[src/rtl/fetch_unit.sv]
// fetch_unit: instruction-fetch initiator for the four-stage pipeline.
//
// Owns the program counter and drives a word-addressed instruction memory
// port. The memory read is combinational and the port never writes. Each
// fetched word and its PC are registered into the IF/ID boundary. The unit
// handles stall, branch redirect and a halt word. It also keeps a
// saturating count of issued instructions.
//
// Parameters:
//   AW        address/PC width
//   DW        instruction width
//   DEPTH     memory depth in words; the PC wraps modulo DEPTH
//   RESET_PC  PC value after reset
//   HALT_WORD instruction encoding that stops sequential fetch
//
// Ports:
//   clk          rising-edge clock
//   rst          asynchronous active-high reset
//   stall        hold PC and IF/ID outputs this cycle
//   redirect     branch/jump taken; load redirect_pc
//   redirect_pc  redirect target word address
//   imem_addr    memory address (the pc register)
//   imem_wen     memory write enable, always 0
//   imem_wdata   memory write data, always 0
//   imem_rdata   combinational read data for imem_addr
//   if_instr     registered instruction
//   if_pc        registered PC of if_instr
//   if_valid     if_instr is a real instruction
//   halted       unit is in HALT
//   fetch_count  saturating count of issued instructions
module fetch_unit #(
  parameter int unsigned     AW        = 32,
  parameter int unsigned     DW        = 32,
  parameter int unsigned     DEPTH     = 1024,
  parameter logic [AW-1:0]   RESET_PC  = '0,
  parameter logic [DW-1:0]   HALT_WORD = '1
) (
  input  logic          clk,
  input  logic          rst,
  input  logic          stall,
  input  logic          redirect,
  input  logic [AW-1:0] redirect_pc,
  output logic [AW-1:0] imem_addr,
  output logic          imem_wen,
  output logic [DW-1:0] imem_wdata,
  input  logic [DW-1:0] imem_rdata,
  output logic [DW-1:0] if_instr,
  output logic [AW-1:0] if_pc,
  output logic          if_valid,
  output logic          halted,
  output logic [15:0]   fetch_count
);

  localparam logic [AW-1:0] DEPTH_W = AW'(DEPTH);
  localparam logic [AW-1:0] LAST_PC = AW'(DEPTH - 1);

  typedef enum logic [1:0] {
    BOOT,
    RUN,
    HALT
  } state_t;

  state_t        state,        state_nxt;
  logic [AW-1:0] pc,           pc_nxt;
  logic [DW-1:0] if_instr_q,   if_instr_nxt;
  logic [AW-1:0] if_pc_q,      if_pc_nxt;
  logic          if_valid_q,   if_valid_nxt;
  logic [15:0]   count_q,      count_nxt;

  logic [AW-1:0] pc_inc;
  logic [AW-1:0] target_pc;
  logic          is_halt_word;

  assign pc_inc       = (pc == LAST_PC) ? '0 : pc + AW'(1);
  assign target_pc    = redirect_pc % DEPTH_W;
  assign is_halt_word = (imem_rdata == HALT_WORD);

  always_ff @(posedge clk or posedge rst) begin
    if (rst) begin
      state      <= BOOT;
      pc         <= RESET_PC;
      if_instr_q <= '0;
      if_pc_q    <= '0;
      if_valid_q <= 1'b0;
      count_q    <= '0;
    end else begin
      state      <= state_nxt;
      pc         <= pc_nxt;
      if_instr_q <= if_instr_nxt;
      if_pc_q    <= if_pc_nxt;
      if_valid_q <= if_valid_nxt;
      count_q    <= count_nxt;
    end
  end

  always_comb begin
    state_nxt    = state;
    pc_nxt       = pc;
    if_instr_nxt = if_instr_q;
    if_pc_nxt    = if_pc_q;
    if_valid_nxt = if_valid_q;
    count_nxt    = count_q;

    unique case (state)
      // One settling cycle after reset; inputs are ignored.
      BOOT: begin
        state_nxt    = RUN;
        if_valid_nxt = 1'b0;
      end

      RUN: begin
        if (redirect) begin
          // Redirect wins over stall and leaves one bubble.
          pc_nxt       = target_pc;
          if_valid_nxt = 1'b0;
          if_instr_nxt = '0;
        end else if (!stall) begin
          if_instr_nxt = imem_rdata;
          if_pc_nxt    = pc;
          if_valid_nxt = 1'b1;
          if (count_q != 16'hFFFF) begin
            count_nxt = count_q + 16'd1;
          end
          // The halt word is issued and counted, but the PC stays on it.
          if (is_halt_word) begin
            state_nxt = HALT;
          end else begin
            pc_nxt = pc_inc;
          end
        end
      end

      HALT: begin
        if (redirect) begin
          pc_nxt       = target_pc;
          state_nxt    = RUN;
          if_valid_nxt = 1'b0;
          if_instr_nxt = '0;
        end else if (!stall) begin
          if_valid_nxt = 1'b0;
          if_instr_nxt = '0;
        end
      end

      default: begin
        state_nxt = BOOT;
      end
    endcase
  end

  assign imem_addr   = pc;
  assign imem_wen    = 1'b0;
  assign imem_wdata  = '0;
  assign if_instr    = if_instr_q;
  assign if_pc       = if_pc_q;
  assign if_valid    = if_valid_q;
  assign halted      = (state == HALT);
  assign fetch_count = count_q;

endmodule

[config.mk]
export PLATFORM = sky130hd
export DESIGN_NAME = fetch_unit
export DESIGN_NICKNAME = d
export VERILOG_FILES = /design/src/rtl/fetch_unit.sv
export SDC_FILE = /design/constraint.sdc
export NUM_CORES = 1
export LEC_CHECK = 0
export CAP_MARGIN = 20
export CORE_MARGIN = 2
export CORE_UTILIZATION = 40
export CTS_CLUSTER_DIAMETER = 50
export DETAILED_ROUTE_END_ITERATION = 12
export PLACE_DENSITY = 0.77
export SLEW_MARGIN = 20
export SYNTH_ARGS = -nofsm -noshare
export SYNTH_HDL_FRONTEND = slang
export SYNTH_SLANG_ARGS = --single-unit
export TNS_END_PERCENT = 5
[constraint.sdc]
create_clock -name clk -period 4 [get_ports clk]
set_clock_uncertainty 0.15 [all_clocks]
set_input_delay 0.8 -clock clk [delete_from_list [all_inputs] [get_ports clk]]
set_output_delay 0.8 -clock clk [all_outputs]
set_load 0.005 [all_outputs]
==> results of run 1 <==
## layer usage
| layer | up-vias | track usage | wire length (um) |
|---|---|---|---|
| met5 | - | 0 | 0 |
| met4 | 0 | 0.0845 | 340 |
| met3 | 29 | 0.0513 | 1090 |
| met2 | 209 | 0.320 | 7280 |
| met1 | 2357 | 0.253 | 6190 |
| li1 | 2325 | - | - |
## where the power goes
| group | switching, uW | internal [uW] |
|---|---|---|
| logic | 186 | 274 |
| clock network | 503 | 841 |
| registers | 94.3 | 1250 |
| total | 783 | 2370 |
## cells by family (layout without fill, tap and decap cells)
kind of cell / count (synthesis) / in the layout / share of synthesized area
and+or+nand+nor: 221 / 221 / 0.199
DFF: 115 / 115 / 0.503
AOI/OAI and AO/OA: 110 / 110 / 0.119
buffers and inverters: 81 / 218 / 0.0855
muxes: 33 / 33 / 0.0649
xor gates and xnor gates: 16 / 16 / 0.0245
adders and majority gates: 2 / 2 / 0.00437
other: 1 / 33 / 0.000655
## per-stage QoR
stage | power, uW | std cells | worst slack, ns
5_1_grt | 3310 | 928 | 0.971
3_3_place_gp | 1810 | 898 | 0.711
2_1_floorplan | 1570 | 611 | 0.00594
4_1_cts | 3190 | 928 | 1.10
3_5_place_dp | 1830 | 898 | 0.672
6_report | 3150 | 928 | 1.07
## critical path, stage by stage
cell and delay (ns):
clkdlybuf4s50_1 0.52, nand4_1 0.11, nor4_1 0.36, nand3_1 0.18
a22oi_2 0.21, buf_4 0.30, nand2b_2 0.42, o41ai_1 0.16
## flip-flops by register name, indices dropped and copies added (netlist names)
signal / cells
state: 2
if_pc: 32
imem_addr: 32
if_valid: 1
if_instr: 32
fetch_count: 16
## cell usage in the layout, fill, tap and decap left out, types with 2 or more instances in the layout
cell	count
xnor2_1	10
o21ai_0	47
a21oi_1	19
and3_1	3
clkbuf_1	3
clkdlybuf4s50_1	159
inv_1	18
a22oi_1	3
dfrtp_1	115
ha_1	2
clkbuf_16	17
mux2_2	33
o31ai_1	6
nor4_1	11
clkbuf_8	4
a22oi_2	2
o21ai_1	5
conb_1	33
or4_1	6
nand2b_1	7
nor3_1	20
and4_1	7
o22ai_1	9
buf_4	9
or2_2	2
clkinv_2	6
o21ai_2	2
nand2_1	88
nand4_1	23
nor2_1	18
xor2_1	6
o41ai_1	6
nand3_1	25
## layout make-up
type	instances	area share
clock buffers	24	0.0625
clock inverters	6	0.00381
inverters	19	0.00938
multi-input cells	415	0.317
flip-flops and latches	115	0.366
well taps	180	0.0286
repair buffers	169	0.213
## path summary, 6_finish.rpt
path,from,end
max,imem_rdata[26],imem_addr[23]
min reg2reg,if_instr[30],if_instr[30]
min,if_instr[30],if_instr[30]
min in group asynchronous,rst,if_instr[30]
max in group asynchronous,rst,if_pc[16]
max reg2reg,imem_addr[17],imem_addr[0]
==> impl_metrics.tcl, run 1 <==
set metrics [dict create \
    status "finished, final reports clean" \
    grt_max_degree 66 \
    synthArstFlopShare 1.00 \
    rrSetupSlack_ns 1.24 \
    hp-class "reg -> reg" \
    netlist_area_um2 5720 \
    setup_viol 0 \
    syn_inst 579 \
    slew_viol_final 0 \
    synth_commonest_cells "dfrtp_1, nand2_1, o21ai_0" \
    synth.most_common_cell "dfrtp_1" \
    cts_tree "yes" \
    finalSetupTns_ns 0 \
    synth_edf_count 0 \
    drcViolationCount 0 \
    syn_area_per_cell_um2 9.88 \
    worstSetupEndpointType "register" \
    synth_area_leader_cell "dfrtp_1" \
    grtUsageTotal 0.198 \
    grt_pass1_vias 4613 \
    fin_util 0.565 \
    routed_wirelength_um 14900 \
    cts_resized 0 \
    rsz0062_at_grt "no" \
    cts_setup_buffers 0 \
    power_density_nw_per_um2 400 \
    htreeDepth 4 \
    period_minus_slack_ns 2.93 \
    ys_seq_area_frac 0.503 \
    holdBufCountCts 0 \
    die_w_um 124 \
    drv_cap 0 \
    clk_latency_ns 0.42 \
    diodes 0 \
    die_area_um2 15300 \
    port_buffers 159 \
    initialDrtViolationCount 365 \
    gr-total-overflow 0 \
    rows 43 \
    drt_first_pass_iters 5 \
    synth_warnings 0 \
    areaGrowthSynthToFinish_pct 37.6 \
    vdd_drop_max_v 0.000210 \
    detail_route.vias_per_cell 5.30 \
    antenna_found_initial 0 \
    rr_worst_depth 8 \
    arrival_ns 3.06 \
    gp_congestion 0.826 \
    slew_headroom 0.474 \
    synth.distinct_cells 55 \
    drive_gt1_frac 0.119 \
    crit_fanout 24 \
    whs_ns 0.321 \
    cts.path.max_buffers 2 \
    start_util 0.411 \
    worst_setup_path_start_kind "primary input" \
    ioPinCount 215 \
    hpwlAfterDp_um 10300 \
    multi_input_area_um2 2490 \
    hold_viol_final 0 \
    synthTopCellsByArea "dfrtp_1, mux2_2, nand2_1" \
    ff_latch_area_um2 2880 \
    fin_crit_sh 0.733 \
    final_nets 807 \
    synth-seq-cells 115 \
    worstSetupPathType "in -> reg" \
    n_fill_cell 1202 \
    detail-route-antenna-nets 0 \
    core_um2 13900 \
    placed_area_um2 7350 \
    crit_required_ns 4.13 \
    tightestPinTransition_ns 0.789 \
    grt_pass1_wl_um 23400 \
    synth_top_area_frac 0.503 \
    stdcell_area_um2 7870 \
    leakagePower_uw 0.00328 \
    yosys_most_used_dff "dfrtp_1" \
    max_freq_mhz 341 \
    numCtsBuffers 17 \
    cts-root-buf "clkbuf_16" \
    dr_total_vias 4920 \
    whs_path_depth 2 \
    cts.sinks 115 \
    dieHeight_um 124 \
    wl_per_cell_um 16.1 \
    path_clk_slew_ns 0.05 \
]
Note: power is estimated with default switching activity, not from simulation.
==> run 2, diff against run 1 <==
==> constraint.sdc (replaced) <==
create_clock -name clk -period 2.35 [get_ports clk]
set_clock_uncertainty 0.15 [all_clocks]
set_input_delay 0.47 -clock clk [delete_from_list [all_inputs] [get_ports clk]]
set_output_delay 0.47 -clock clk [all_outputs]
set_load 0.005 [all_outputs]
==> impl_metrics.tcl, run 2 (same netlist as run 1, synthesis figures left out) <==
set metrics [dict create \
    detail-route-antenna-nets 0 \
    worstSetupEndpointType "register" \
    arrival_ns 2.45 \
    final_cell_mix "clkdlybuf4s50_1, dfrtp_1, nand2_1, buf_4, o21ai_0" \
    slew_headroom 0.554 \
    die_w_um 124 \
    max_freq_mhz 434 \
    dieHeight_um 124 \
    total_power_uw 5590 \
    gr-total-overflow 0 \
    rrSetupSlack_ns 0.05 \
    timing.rr.end "imem_addr[28]" \
    crit_path_end "imem_addr[28]" \
    critPathTopFamily "simple AND/OR/NAND/NOR gates" \
    vdd_drop_max_v 0.000359 \
    wl_per_cell_um 15.9 \
    power_density_nw_per_um2 666 \
    hp-class "reg -> reg" \
    path_clk_slew_ns 0.05 \
    hpwlAfterDp_um 10800 \
    rsz0062_at_grt "no" \
    cts-root-buf "clkbuf_16" \
    path_buf_inv 0 \
    grtUsageTotal 0.203 \
    clk_latency_ns 0.41 \
    hold_viol_final 0 \
    intPower_uw 4230 \
    initialDrtViolationCount 434 \
    switching_share 0.242 \
    crit_fanout 5 \
    clkPwrFrac 0.435 \
    status "finished, final reports clean" \
    leakagePower_uw 0.00358 \
    cts_tree "yes" \
    grt_max_degree 116 \
    start_util 0.411 \
    drv_cap 0 \
    cpMaxStageDelayCell "or4_1" \
    routed_wirelength_um 15600 \
    seq_power_share 0.406 \
    ioPinCount 215 \
    antenna_found_initial 0 \
    diodes 0 \
    worstSetupPathType "reg -> reg" \
    slew_viol_final 0 \
    drcViolationCount 0 \
    critPathMaxStageDelay_ns 0.64 \
    gp_congestion 0.874 \
    worst_setup_path_start_kind "register" \
    p_comb_frac 0.159 \
    drt_first_pass_iters 5 \
    core_um2 13900 \
    drive_gt1_frac 0.185 \
    dr_total_vias 5175 \
    rr_worst_depth 6 \
    crit_required_ns 2.49 \
    crit-reg2reg-launch "imem_addr[1]" \
    cp.depth 6 \
    areaGrowthSynthToFinish_pct 46.6 \
    port_buffers 159 \
    fin_crit_sh 0.980 \
    p_sw_uw 1350 \
    die_area_um2 15300 \
    rows 43 \
    numCtsBuffers 17 \
    final_nets 859 \
    tightestPinTransition_ns 0.670 \
    cts.sinks 115 \
    placed_area_um2 7780 \
    htreeDepth 4 \
    period_minus_slack_ns 2.30 \
    stdcell_area_um2 8390 \
    final_common_cell "clkdlybuf4s50_1" \
    grt_pass1_vias 4940 \
    grt_pass1_wl_um 24100 \
    detail_route.vias_per_cell 5.28 \
    cp_cell_sequence "ha_1, nand4_1, or4_1, nor2_1, nand2_1, o31ai_1" \
    crit_path_start "imem_addr[1]" \
    setup_viol 0 \
    cts.path.max_buffers 2 \
]
-- run 2: cell types whose count changed in the layout (fill, tap and decap cells not counted), moves of 2 or more --
cell,before,now
buf_12,1,5
nor4_2,0,3
clkinv_2,6,4
nor4_1,11,8
buf_4,9,56
-- run 2: what timing repair did --
action                                  in CTS  in global routing
endpoints found under the hold margin        0                  0
endpoints found under the setup margin       0                 19
buffers inserted                             0                  2
hold buffers                                 0                  0
resized for setup                            0                  8
-- run 2: power groups by stage --
stage	Clock [uW]	Combinational (uW)	Sequential, uW
2_1_floorplan	0	361	2310
3_3_place_gp	0	873	2290
3_5_place_dp	0	893	2300
4_1_cts	2470	900	2270
5_1_grt	2570	969	2290
6_report	2430	890	2270
-- run 2: worst reg2reg max path, cell delays in order (launching register included) --
cell and delay, ns:
dfrtp_1 0.36, ha_1 0.24, nand4_1 0.16, or4_1 0.64, nor2_1 0.26, nand2_1 0.12
o31ai_1 0.25
-- run 2: worst min path at each step --
| stage | startpoint | to | slack (ns) | depth (start not counted) |
|---|---|---|---|---|
| finish | if_valid | if_valid | 0.33 | 2 |
| global route | if_instr[21] | if_instr[21] | 0.36 | 2 |
| CTS | if_instr[21] | if_instr[21] | 0.33 | 2 |
| detailed placement | if_instr[21] | if_instr[21] | 0.32 | 2 |
| global placement | if_instr[30] | if_instr[30] | 0.31 | 2 |
| floorplan | if_valid | if_valid | 0.32 | 2 |
-- run 2: through the flow --
stage	cells	utilization	hold slack (ns)	setup WS [ns]	setup TNS, ns
final	980	0.602	0.327	0.0463	0
after global routing	980	0.602	0.358	0.00342	0
after CTS	978	0.598	0.333	0.0199	0
after detailed placement	948	0.558	0.322	-0.316	-11.21
after global placement	948	0.558	0.309	-0.256	-7.41
after floorplan	611	-	0.318	0.166	0
-- run 2: routing by layer --
layer	share of wire	wire, um	global-route usage	vias to the layer above
met5	0	0	0	-
met4	0.021	331	0.0987	0
met3	0.068	1050	0.0476	28
met2	0.49	7660	0.330	209
met1	0.42	6510	0.255	2513
li1	-	-	-	2425
-- run 2: layout make-up --
type	count	area (um^2)
Fill cell	1147	5550
Sequential cell	115	2880
Clock inverter	5	50.0
Tap cell	180	225
Inverter	19	75.1
Multi-Input combinational cell	415	2530
Clock buffer	25	505
Timing Repair Buffer	221	2120
==> run 3, diff against run 2 <==
--- a/config.mk
+++ b/config.mk
@@ -10,8 +10,8 @@
 export CORE_UTILIZATION = 40
 export CTS_CLUSTER_DIAMETER = 50
 export DETAILED_ROUTE_END_ITERATION = 12
+export GPL_TIMING_DRIVEN = 0
 export PLACE_DENSITY = 0.77
-export SLEW_MARGIN = 20
 export SYNTH_ARGS = -nofsm -noshare
 export SYNTH_HDL_FRONTEND = slang
 export SYNTH_SLANG_ARGS = --single-unit
==> impl_metrics.tcl, run 3 (same netlist as run 1, synthesis figures left out) <==
set metrics [dict create \
    status "finished, final reports clean" \
    final_nets 878 \
    drt_first_pass_iters 6 \
    hold_viol_final 0 \
    dieHeight_um 124 \
    drv_cap 0 \
    max_freq_mhz 436 \
    drcViolationCount 0 \
    worst_setup_path_start_kind "register" \
    ioPinCount 215 \
    core_um2 13900 \
    detail_route.vias_per_cell 5.25 \
    rows 43 \
    grt_pass1_vias 4942 \
    place_ws_ns -0.979 \
    fin_crit_sh 0.977 \
    setup_slack_ns 0.0542 \
    hp-class "in -> reg" \
    leakagePower_uw 0.00380 \
    whs_ns 0.215 \
    htreeDepth 4 \
    initialDrtViolationCount 465 \
    dp.cells 951 \
    worstSetupPathType "reg -> reg" \
    routed_wirelength_um 16600 \
    die_w_um 124 \
    detail-route-antenna-nets 0 \
    grt_max_degree 42 \
    start_util 0.411 \
    die_area_um2 15300 \
    vdd_drop_max_v 0.000535 \
    period_minus_slack_ns 2.30 \
    slew_viol_final 0 \
    crit_fanout 8 \
    worstSetupEndpointType "register" \
    ff_latch_area_um2 2880 \
    final_common_cell "clkdlybuf4s50_1" \
    slew_headroom 0.432 \
    clk_latency_ns 0.41 \
    gp_congestion 0.864 \
    grtUsageTotal 0.214 \
    multi_input_area_um2 2570 \
    port_buffers 158 \
    cts.path.max_buffers 2 \
    holdBufCountCts 0 \
    path_clk_slew_ns 0.05 \
    total_power_uw 5920 \
    power_density_nw_per_um2 686 \
    diodes 0 \
    hpwlAfterDp_um 11200 \
    wl_per_cell_um 16.5 \
    setup_viol 0 \
    cts_tree "yes" \
    dr_total_vias 5258 \
    numCtsBuffers 17 \
    antenna_found_initial 0 \
    final_cells 1001 \
    arrival_ns 2.44 \
    gr-total-overflow 0 \
    grt_pass1_wl_um 25300 \
    n_fill_cell 1133 \
    drive_gt1_frac 0.203 \
    tightestPinTransition_ns 0.850 \
    areaGrowthSynthToFinish_pct 50.8 \
    final_cell_mix "clkdlybuf4s50_1, dfrtp_1, nand2_1, buf_4, o21ai_0" \
    crit_required_ns 2.49 \
    cts.sinks 115 \
    cts-root-buf "clkbuf_16" \
]
==> run 3: cell count changes in the layout (fill, tap and decap cells not counted), moves of 4 or more <==
cell	previous run	this run
clkdlybuf4s50_1	159	146
buf_2	0	5
dlymetal6s2s_1	0	12
buf_6	1	5
buf_4	56	52
clkbuf_1	3	12
==> run 3: repair_timing <==
item / CTS / global route
resized for setup: 15 / 32
setup buffers: 10 / 7
endpoints found under the hold margin: 0 / 0
pin swaps: 4 / 8
gates cloned: 0 / 1
setup endpoints to repair: 32 / 35
==> run 3: where the power goes <==
group	leakage [uW]	internal, uW	switching [uW]
sequential	0.00150	2130	155
combinational	0.00199	542	360
clock	0.000300	1820	904
total	0.00380	4500	1420
==> run 3: worst paths after layout <==
path / from / to / slack (ns) / depth (start not counted)
max reg2reg: state[1] / imem_addr[23] / 0.05 / 8
max in group asynchronous: rst / state[1] / 0.92 / 3
min in group asynchronous: rst / if_instr[20] / 0.43 / 2
min: imem_rdata[22] / if_instr[22] / 0.22 / 3
max: state[1] / imem_addr[23] / 0.05 / 8
min reg2reg: if_valid / if_valid / 0.32 / 2
==> run 3: final cells by class <==
class	instances	share of cell area
timing repair buffer	178	0.211
sequential	115	0.334
inverter	19	0.00870
clock inverter	10	0.0180
multi-input combinational	415	0.298
buffer	62	0.0512
tap	180	0.0261
clock buffer	22	0.0538
==> run 3: critical path, cell delays in order (launching register included) <==
cell and delay (ns):
dfrtp_2 0.45, nor2b_4 0.16, or2_2 0.30, clkbuf_4 0.21
nor2_4 0.21, nand2b_2 0.09, buf_6 0.14, buf_12 0.13
o41ai_1 0.35
==> run 3: layer usage <==
| layer | vias up | routed length [um] | track usage |
|---|---|---|---|
| met5 | - | 0 | 0 |
| met4 | 0 | 331 | 0.0803 |
| met3 | 38 | 1400 | 0.0678 |
| met2 | 240 | 8000 | 0.334 |
| met1 | 2514 | 6830 | 0.279 |
| li1 | 2466 | - | - |
==> run 3: per-stage QoR <==
step                cell area [um^2]  utilization  setup TNS (ns)
finish                          8630        0.619               0
global route                    8630        0.619          -0.128
CTS                             8430        0.605          -0.118
detailed placement              7690        0.552          -35.12
global placement                7650        0.549         -132.51
floorplan                       5850            -               0
==> RTL edit (config.mk and constraints of run 2) <==
`if_instr_q` no longer has a reset.
--- a/src/rtl/fetch_unit.sv
+++ b/src/rtl/fetch_unit.sv
@@ -79,18 +79,20 @@
     if (rst) begin
       state      <= BOOT;
       pc         <= RESET_PC;
-      if_instr_q <= '0;
       if_pc_q    <= '0;
       if_valid_q <= 1'b0;
       count_q    <= '0;
     end else begin
       state      <= state_nxt;
       pc         <= pc_nxt;
-      if_instr_q <= if_instr_nxt;
       if_pc_q    <= if_pc_nxt;
       if_valid_q <= if_valid_nxt;
       count_q    <= count_nxt;
     end
+  end
+
+  always_ff @(posedge clk) begin
+    if_instr_q <= if_instr_nxt;
   end
 
   always_comb begin
Check against the original RTL: differs if rst is asserted again (counterexample within 4 cycles, from zero or initial values and one cycle with rst high); with rst held inactive, the same outputs for 4 cycles.
==> RTL edit against run 2 <==
- the flow now finishes with violations (negative setup slack)
- die area is 3.7% lower
- synthesized cell count shrank 2.6%
- worst setup slack worse by 0.23 ns
- wire length is 0.74% lower
- sequential cell count is the same
- synthesized area is 3.8% lower
- total power grew 2.3%
- sequential share of layout area increased by 2.6 points
- cell area decreased by 1.9%
- critical path type unchanged
- critical endpoint is now imem_addr[17]
- largest cell class unchanged
- largest power group unchanged
- highest routed layer unchanged
==> RTL edit: results (changes against run 2) <==
Status
  • Status: complete, but fails checks
  • Failing checks: negative setup slack

Clock network
  • Clock root buffer: clkbuf_16
  • Clock Tree Buf Depth: 2 (unchanged)
  • Latest clock arrival within the worst-skew pair: 0.42 ns

Placed design
  • Dpl ws: -0.278 ns (+0.0378 ns)
  • Port-buffer cells: 159 (unchanged)
  • HPWL after detailed placement: 11.3 mm (+4.6%)
  • GPL Wtd Cong: 0.842 (-3.7%)

Detailed routing
  • Wire length per cell: 15.9 microns (+0.28%)
  • Initial DRC count: 349 (-20%)
  • First-pass DRT Iterations: 7 (+2)
  • DR vias: 5021 (-3.0%)

Yosys
  • Sequential-to-total area share from yosys stat: 0.552 (+0.0492)
  • Ys flop type: dfrtp_1
  • Post-synthesis cell type count: 45 (-18%)
  • Number of synthesized flops with an enable pin: 32 (+32)
  • Asr flop ratio synth: 0.722 (-0.278)
  • Post-synth top cells: 120 x nand2_1, 83 x dfrtp_1, 36 x o21ai_0
  • Largest cells by area after synthesis: dfrtp_1 38%, edfxtp_1 17%, nand2_1 8.2%

Timing
  • Setup slack after layout: -0.179 ns (-0.225 ns)
  • Final setup viols: 30 (+30)

Power and ir drop
  • VDD IR max: 0.469 mV (+31%)
  • Net switching power: 1420 uW (+5.3%)
  • Leakage power: 0.00354 uW (-1.0%)

Layout
  • Share of layout cells above drive strength 1: 0.144 (-0.0414)
  • Final #Nets: 851 (-0.93%)
  • Antenna Cells: 0 (unchanged)
  • Fill cell count: 1093 (-4.7%)

Worst setup path
  • Slowest cell on crit path: or4_4
  • CP top delay family: simple AND/OR/NAND/NOR gates
  • CP max FO: 4 (-1)
  • R2R depth: 8 (+2)
  • Worst EP arrival: 2.68 ns (+0.23 ns)
  • FF-to-FF End: imem_addr[17]
  • CP max stage delay: 0.55 ns (-0.09 ns)
  • Reg2reg start: imem_addr[16]

Global routing
  • Vias in the first global route: 4892 (-0.97%)
  • GRT Total Usage: 0.219 (+0.0155)
  • Largest net degree at the start of global routing: 42 (-64%)
  • First-pass GRT wire length: 24.9 mm (+3.1%)

Hold path
  • Hold Crit Class: in2async

Run
  • Max_cap viols: 0 (unchanged)
[RTL edit: cell types whose count changed in the layout (fill, tap and decap cells not counted), sizes merged, moves of 8 or more]
cell	change
and2	+33
dfrtp	-32
edfxtp	+32
nand2	+32
mux2	-31
o21ai	-15
o31ai	+11
a31oi	+9
inv	-9
clkbuf	-8
nor3	-8
[RTL edit: how the worst max path moves through the flow]
stage	startpoint	to	slack (ns)
global placement	imem_addr[17]	imem_addr[17]	-0.19
floorplan	imem_addr[17]	imem_addr[0]	-0.18
CTS	imem_addr[16]	imem_addr[17]	-0.18
finish	imem_addr[16]	imem_addr[17]	-0.18
detailed placement	imem_rdata[24]	imem_addr[0]	-0.28
global route	imem_addr[16]	imem_addr[17]	-0.28
[RTL edit: repair_timing]
item                       CTS  global route
resized for setup           18             5
setup endpoints to repair   31            31
pin swaps                    4             0
gates cloned                 2             0
setup buffers                2             0
[RTL edit: through the flow]
step / TNS (ns) / hold WS [ns] / cells / instance area [sq um] / total power [uW]
6_report: -4.17 / 0.274 / 970 / 8230 / 5720
3_5_place_dp: -7.61 / 0.313 / 934 / 7600 / 3280
5_1_grt: -6.76 / 0.303 / 970 / 8230 / 5960
2_1_floorplan: -4.15 / 0.320 / 596 / 5640 / 2740
4_1_cts: -4.12 / 0.289 / 970 / 8220 / 5760
3_3_place_gp: -5.79 / 0.309 / 934 / 7600 / 3240
[RTL edit: cells by family (layout without fill, tap and decap cells)]
group | Yosys count | in the layout | synth area share
and+or+nand+nor | 263 | 263 | 0.231
DFF | 115 | 115 | 0.552
xor gates and xnor gates | 15 | 15 | 0.0239
buffers and inverters | 68 | 266 | 0.0744
other | 1 | 33 | 0.000682
muxes | 2 | 2 | 0.00409
AOI/OAI and AO/OA | 98 | 98 | 0.110
adders and majority gates | 2 | 2 | 0.00455
[RTL edit: area by class of cell]
| class | count | area [sq um] | share of cell area |
|---|---|---|---|
| sequential | 115 | 3040 | 0.369 |
| clock inverter | 15 | 141 | 0.0172 |
| tap | 176 | 220 | 0.0268 |
| clock buffer | 17 | 425 | 0.0517 |
| multi-input combinational | 413 | 2210 | 0.268 |
| timing repair buffer | 225 | 2160 | 0.262 |
| inverter | 9 | 37.5 | 0.00456 |
[RTL edit: power by group through the flow]
stage          Clock (uW)  Combinational [uW]  Sequential [uW]
3_3_place_gp            0                 842             2400
6_report             2460                 875             2380
5_1_grt              2600                 953             2400
3_5_place_dp            0                 867             2420
4_1_cts              2490                 885             2380
2_1_floorplan           0                 336             2410
[RTL edit: layer usage]
metal / vias up / part of all wire / GRT usage
li1: 2353 / - / -
met1: 2405 / 0.41 / 0.270
met2: 233 / 0.49 / 0.361
met3: 30 / 0.078 / 0.0639
met4: 0 / 0.019 / 0.0855
met5: - / 0 / 0
